$ cat src/rtl/nv_mem_ctrl.sv
// Burst controller for a synchronous NV memory with a 1-cycle registered read.
// Splits write/read bursts into single-word accesses and returns read beats via a 2-stage pipe.
module nv_mem_ctrl #(
    parameter int unsigned DATA_WIDTH = 32,
    parameter int unsigned ADDR_WIDTH = 8,
    parameter int unsigned LEN_WIDTH  = 4
) (
    input  logic                  clk,
    input  logic                  rst_n,
    input  logic                  req_valid,
    output logic                  req_ready,
    input  logic                  req_write,
    input  logic [ADDR_WIDTH-1:0] req_addr,
    input  logic [LEN_WIDTH-1:0]  req_len,
    input  logic                  wr_data_valid,
    output logic                  wr_data_ready,
    input  logic [DATA_WIDTH-1:0] wr_data,
    output logic                  rd_data_valid,
    output logic [DATA_WIDTH-1:0] rd_data,
    output logic                  rd_last,
    output logic                  done,
    output logic                  mem_w,
    output logic [ADDR_WIDTH-1:0] mem_addr,
    output logic [DATA_WIDTH-1:0] mem_wdata,
    input  logic [DATA_WIDTH-1:0] mem_rdata
);

    localparam int unsigned CNT_W = LEN_WIDTH + 1;

    typedef enum logic [1:0] {IDLE, WRITE, READ, DRAIN} state_t;

    state_t state_q, state_d;

    logic [ADDR_WIDTH-1:0] addr_q, addr_d;
    logic [LEN_WIDTH-1:0]  len_q, len_d;
    logic [CNT_W-1:0]      cnt_q, cnt_d;

    // Read pipe: stage 1 tracks the issued address, stage 2 the memory output.
    logic issue_v_q, issue_v_d, issue_last_q, issue_last_d;
    logic rd_v2_q, rd_v2_d, rd_last2_q, rd_last2_d;

    logic                  req_ready_d, wr_data_ready_d;
    logic                  rd_data_valid_d, rd_last_d, done_d, mem_w_d;
    logic [DATA_WIDTH-1:0] rd_data_d, mem_wdata_d;
    logic [ADDR_WIDTH-1:0] mem_addr_d;

    logic accept_c, beat_wr_c, last_beat_c, rd_final_c;

    assign accept_c    = (state_q == IDLE) && req_valid && req_ready;
    assign beat_wr_c   = (state_q == WRITE) && wr_data_valid && wr_data_ready;
    assign last_beat_c = (cnt_q == {1'b0, len_q});
    assign rd_final_c  = rd_v2_q && rd_last2_q;

    // State register
    always_ff @(posedge clk or negedge rst_n) begin
        if (!rst_n) begin
            state_q <= IDLE;
        end else begin
            state_q <= state_d;
        end
    end

    // Next-state logic
    always_comb begin
        state_d = state_q;
        unique case (state_q)
            IDLE:    if (accept_c) state_d = req_write ? WRITE : READ;
            WRITE:   if (beat_wr_c && last_beat_c) state_d = IDLE;
            READ:    if (last_beat_c) state_d = DRAIN;
            DRAIN:   if (rd_final_c) state_d = IDLE;
            default: state_d = IDLE;
        endcase
    end

    // Next values of the datapath and of every registered output
    always_comb begin
        addr_d          = addr_q;
        len_d           = len_q;
        cnt_d           = cnt_q;
        mem_w_d         = 1'b0;
        mem_addr_d      = mem_addr;
        mem_wdata_d     = mem_wdata;
        issue_v_d       = 1'b0;
        issue_last_d    = 1'b0;
        rd_v2_d         = issue_v_q;
        rd_last2_d      = issue_last_q;
        rd_data_valid_d = rd_v2_q;
        rd_last_d       = rd_final_c;
        rd_data_d       = rd_v2_q ? mem_rdata : rd_data;
        done_d          = rd_final_c;
        req_ready_d     = (state_d == IDLE);
        wr_data_ready_d = (state_d == WRITE);

        unique case (state_q)
            IDLE: begin
                if (accept_c) begin
                    addr_d = req_addr;
                    len_d  = req_len;
                    cnt_d  = '0;
                end
            end
            WRITE: begin
                if (beat_wr_c) begin
                    mem_w_d     = 1'b1;
                    mem_addr_d  = addr_q;
                    mem_wdata_d = wr_data;
                    addr_d      = addr_q + ADDR_WIDTH'(1);
                    cnt_d       = cnt_q + CNT_W'(1);
                    done_d      = last_beat_c;
                end
            end
            READ: begin
                mem_addr_d   = addr_q;
                issue_v_d    = 1'b1;
                issue_last_d = last_beat_c;
                addr_d       = addr_q + ADDR_WIDTH'(1);
                cnt_d        = cnt_q + CNT_W'(1);
            end
            DRAIN: begin
            end
            default: begin
            end
        endcase
    end

    // Datapath and output registers
    always_ff @(posedge clk or negedge rst_n) begin
        if (!rst_n) begin
            addr_q        <= '0;
            len_q         <= '0;
            cnt_q         <= '0;
            issue_v_q     <= 1'b0;
            issue_last_q  <= 1'b0;
            rd_v2_q       <= 1'b0;
            rd_last2_q    <= 1'b0;
            req_ready     <= 1'b0;
            wr_data_ready <= 1'b0;
            rd_data_valid <= 1'b0;
            rd_data       <= '0;
            rd_last       <= 1'b0;
            done          <= 1'b0;
            mem_w         <= 1'b0;
            mem_addr      <= '0;
            mem_wdata     <= '0;
        end else begin
            addr_q        <= addr_d;
            len_q         <= len_d;
            cnt_q         <= cnt_d;
            issue_v_q     <= issue_v_d;
            issue_last_q  <= issue_last_d;
            rd_v2_q       <= rd_v2_d;
            rd_last2_q    <= rd_last2_d;
            req_ready     <= req_ready_d;
            wr_data_ready <= wr_data_ready_d;
            rd_data_valid <= rd_data_valid_d;
            rd_data       <= rd_data_d;
            rd_last       <= rd_last_d;
            done          <= done_d;
            mem_w         <= mem_w_d;
            mem_addr      <= mem_addr_d;
            mem_wdata     <= mem_wdata_d;
        end
    end

endmodule

$ cat config.mk
export PLATFORM = sky130hd
export DESIGN_NAME = nv_mem_ctrl
export DESIGN_NICKNAME = d
export VERILOG_FILES = /design/src/rtl/nv_mem_ctrl.sv
export SDC_FILE = /design/constraint.sdc
export NUM_CORES = 1
export LEC_CHECK = 0
export BUFFER_PORTS_ARGS = -buffer_cell sky130_fd_sc_hd__buf_2
export CAP_MARGIN = 20
export CORE_ASPECT_RATIO = 1.1
export CORE_UTILIZATION = 49
export CTS_CLUSTER_SIZE = 12
export DETAILED_ROUTE_END_ITERATION = 7
export HOLD_SLACK_MARGIN = 0.08
export PLACE_DENSITY = 0.8
export SLEW_MARGIN = 25
export SYNTH_ARGS = -nofsm -noshare
export SYNTH_HDL_FRONTEND = slang
export SYNTH_SLANG_ARGS = --single-unit
$ cat constraint.sdc
create_clock -name clk -period 2.5 [get_ports clk]
set_input_delay 0.375 -clock clk [delete_from_list [all_inputs] [get_ports clk]]
set_output_delay 0.375 -clock clk [all_outputs]
set_load 0.01 [all_outputs]
==> impl_metrics.ini <==
[worst_setup_path]
arrival_ps = 2470
rrSetupSlack_ps = 260
path_buf_inv = 1
crit_path_cell_trace = inv_1, ha_1, a21boi_1, a211o_1, nor2_1, a221o_1
critPathCaptureType = register
crit_family = compound AO/OA/AOI/OAI gates
crit_path_max_fanout = 14
path_class = reg -> reg
critPathMaxStageDelay_ps = 480
cp_slowest_cell = dfrtp_1
cp-start-kind = register
cp.depth = 6
ff2ff_path_depth = 6
cp.required_ps = 2730

[synthesis]
syn_area_um2 = 4150
syn-num-nets = 449
async_flop_share_pct = 100
yosysWarnings = 0
ys_ff_latch = 101
synth_area_per_cell_um2 = 11.5
synth_most_common_cell = nand2_1
yosysTopAreaCell = dfrtp_1
synth_edf_count = 0
syn_inst = 361
yosys.cell_types.count = 44
synth_top_area_share_pct = 60.9
ys.flop_type = dfrtp_1
ys_seq_area_share_pct = 60.9
ys_top_cells_by_area = dfrtp_1, mux2_2, nand2_1, ha_1, nor3_1
synth_commonest_cells = nand2_1, dfrtp_1, mux2_2, clkbuf_1, nor3_1

[power_and_ir_drop]
power.internal_mw = 4.47
leakagePower_nw = 2.79
netSwitchingFraction_pct = 37.1
pwr-share-clk_pct = 15.4
seqPwrFrac_pct = 40.5
power.density_nw_per_um2 = 1330
switchingPower_mw = 2.64
vdd_ir_drop_max_mv = 0.660
pwr-share-comb_pct = 44.1

[global_route]
track_usage_pct = 20.8
grt_pass1_vias = 3230
grt_max_degree = 52
antenna_found_initial = 0
grt_pass1_wl_um = 14900
grt_overflow = 0

[placement]
gp_congestion = 0.881
dp.final_hpwl_um = 6480
place.port_buffers = 158
dpl_cell_area_um2 = 5120

[routing]
via_per_inst = 5.07
routed_wl_um = 8720
drc = 0
num_vias = 3250
firstDrtPassIters = 4
wl_per_cell_um = 13.6
drt_iter0_markers = 109
ant_nets = 0

[final_layout]
diodes = 0
multi_input_area_um2 = 1540
ff_latch_area_um2 = 2530
layout-drive-gt1-share_pct = 44.1
fin_area_um2 = 5340
num-fill-cells = 662
synthToLayoutAreaGrowth_pct = 28.6
fin_nets = 617

[floorplan]
boundaryPins = 159
die_w_um = 89.8
core_area_um2 = 8040
dieArea_um2 = 8840
initial_core_util_pct = 51.6
rows = 34
die-height_um = 98.5

[timing]
max_freq_mhz = 446
grt_setup_unrepaired = no
fin_hold_ws_ps = 203
relSlewSlack_pct = 58.3
fin_crit_ps = 2240
final_hold_viol_count = 0
fin_setup_tns_ps = 0
drv_slew = 0
finalClockSkew_ps = 8.69
period_share_pct = 89.7
worst_slew_pin_slew_ps = 620
setup_viol_count_final = 0

[clocking]
clock_latency_ps = 350
clock-sinks = 101
clkTransAtPathRegs_ps = 100
cts_htree_levels = 3
cts.path.max_buffers = 2
cts_tree = done
clockRootBuffer = clkbuf_8
cts_made_buffers = 9
postCtsSetupBuffers = 0

[flow_run]
drv_cap = 0

[status]
status = completed

[worst_hold_path]
holdPathStages = 3
worst_hold_path_type = in -> reg
-- registers in the layout, summed over array words and instances (netlist names), 2 cells and up --
register / flops
mem_wdata: 32
rd_data: 32
addr_q: 8
mem_addr: 8
cnt_q: 5
len_q: 4
state_q: 2
-- repair_timing --
action,in CTS,in global routing
gates resized for setup,0,1
hold buffers,1,0
setup endpoints to repair,0,4
hold endpoints to repair,20,0
-- final cells by class --
cell class,count,share of cell area [%]
flip-flops and latches,101,47.4
multi-input cells,241,28.9
repair buffers,170,16.8
well taps,108,2.53
clock buffers,10,2.39
clock inverters,5,1.57
inverters,6,0.422
-- layout by cell type, fill, tap and decap left out, types with 2 or more instances in the layout --
master	n
o21ai_0	8
nand2_1	107
xor2_1	4
o32ai_1	2
and2_1	4
a221o_1	4
a31o_2	3
clkinvlp_4	2
nand3_1	6
nor3_1	9
buf_2	157
a21oi_1	4
ha_1	7
mux2_2	44
o21ai_1	2
bufinv_16	2
clkbuf_8	9
a31oi_1	2
buf_4	11
a211oi_1	2
a211o_1	2
and3_1	3
inv_1	5
o22ai_1	2
nor2_1	8
dfrtp_1	101
-- power groups by stage --
| stage | clock network (mW) | registers (mW) | logic [mW] |
|---|---|---|---|
| after detailed placement | 0 | 2.91 | 3.17 |
| final | 1.10 | 2.88 | 3.14 |
| after global routing | 1.17 | 3.00 | 3.45 |
| after global placement | 0 | 2.87 | 3.07 |
| after floorplan | 0 | 3.15 | 1.73 |
| after CTS | 1.12 | 2.88 | 3.17 |
-- per-layer routing --
layer,wire (um),vias up,track usage (%)
li1,-,1562,-
met1,3890,1536,26.5
met2,4100,144,35.4
met3,633,8,4.40
met4,97,0,7.06
met5,0,-,0
-- worst register-to-register path, stage by stage, from the launching register on --
cell and delay, ps:
dfrtp_1 480, inv_1 140, ha_1 170, a21boi_1 380
a211o_1 440, nor2_1 150, a221o_1 370
-- worst paths after layout --
check | startpoint | to
setup / recovery | state_q[0] | addr_q[4]
min in group asynchronous | rst_n | rd_data[11]
hold / removal | wr_data[5] | mem_wdata[5]
hold reg to reg | issue_v_q | rd_data_valid_d
setup reg to reg | state_q[0] | addr_q[4]
max in group asynchronous | rst_n | mem_wdata[0]
-- logic make-up (layout without fill, tap and decap cells) --
kind of cell             count (synthesis)  count (layout)  synth area share (%)
AND/OR/NAND/NOR                        145             145                  14.8
flip-flops                             101             101                  60.9
multiplexers                            45              45                  12.2
AO/OA/AOI/OAI                           40              40                  7.24
buffers and inverters                   19             191                  1.93
adder cells (fa/ha/maj)                  7               7                  2.11
XOR/XNOR                                 4               4                 0.844
-- metrics by stage --
step / instances / utilization, % / power, mW / setup slack, ps
floorplan: 361 / - / 4.88 / 532
global placement: 625 / 63.6 / 5.94 / 242
detailed placement: 625 / 63.6 / 6.08 / 113
CTS: 641 / 66.4 / 7.18 / 96.4
global route: 641 / 66.4 / 7.63 / 58.0
finish: 641 / 66.4 / 7.12 / 259
No activity file was read; power rests on OpenSTA's default activity.
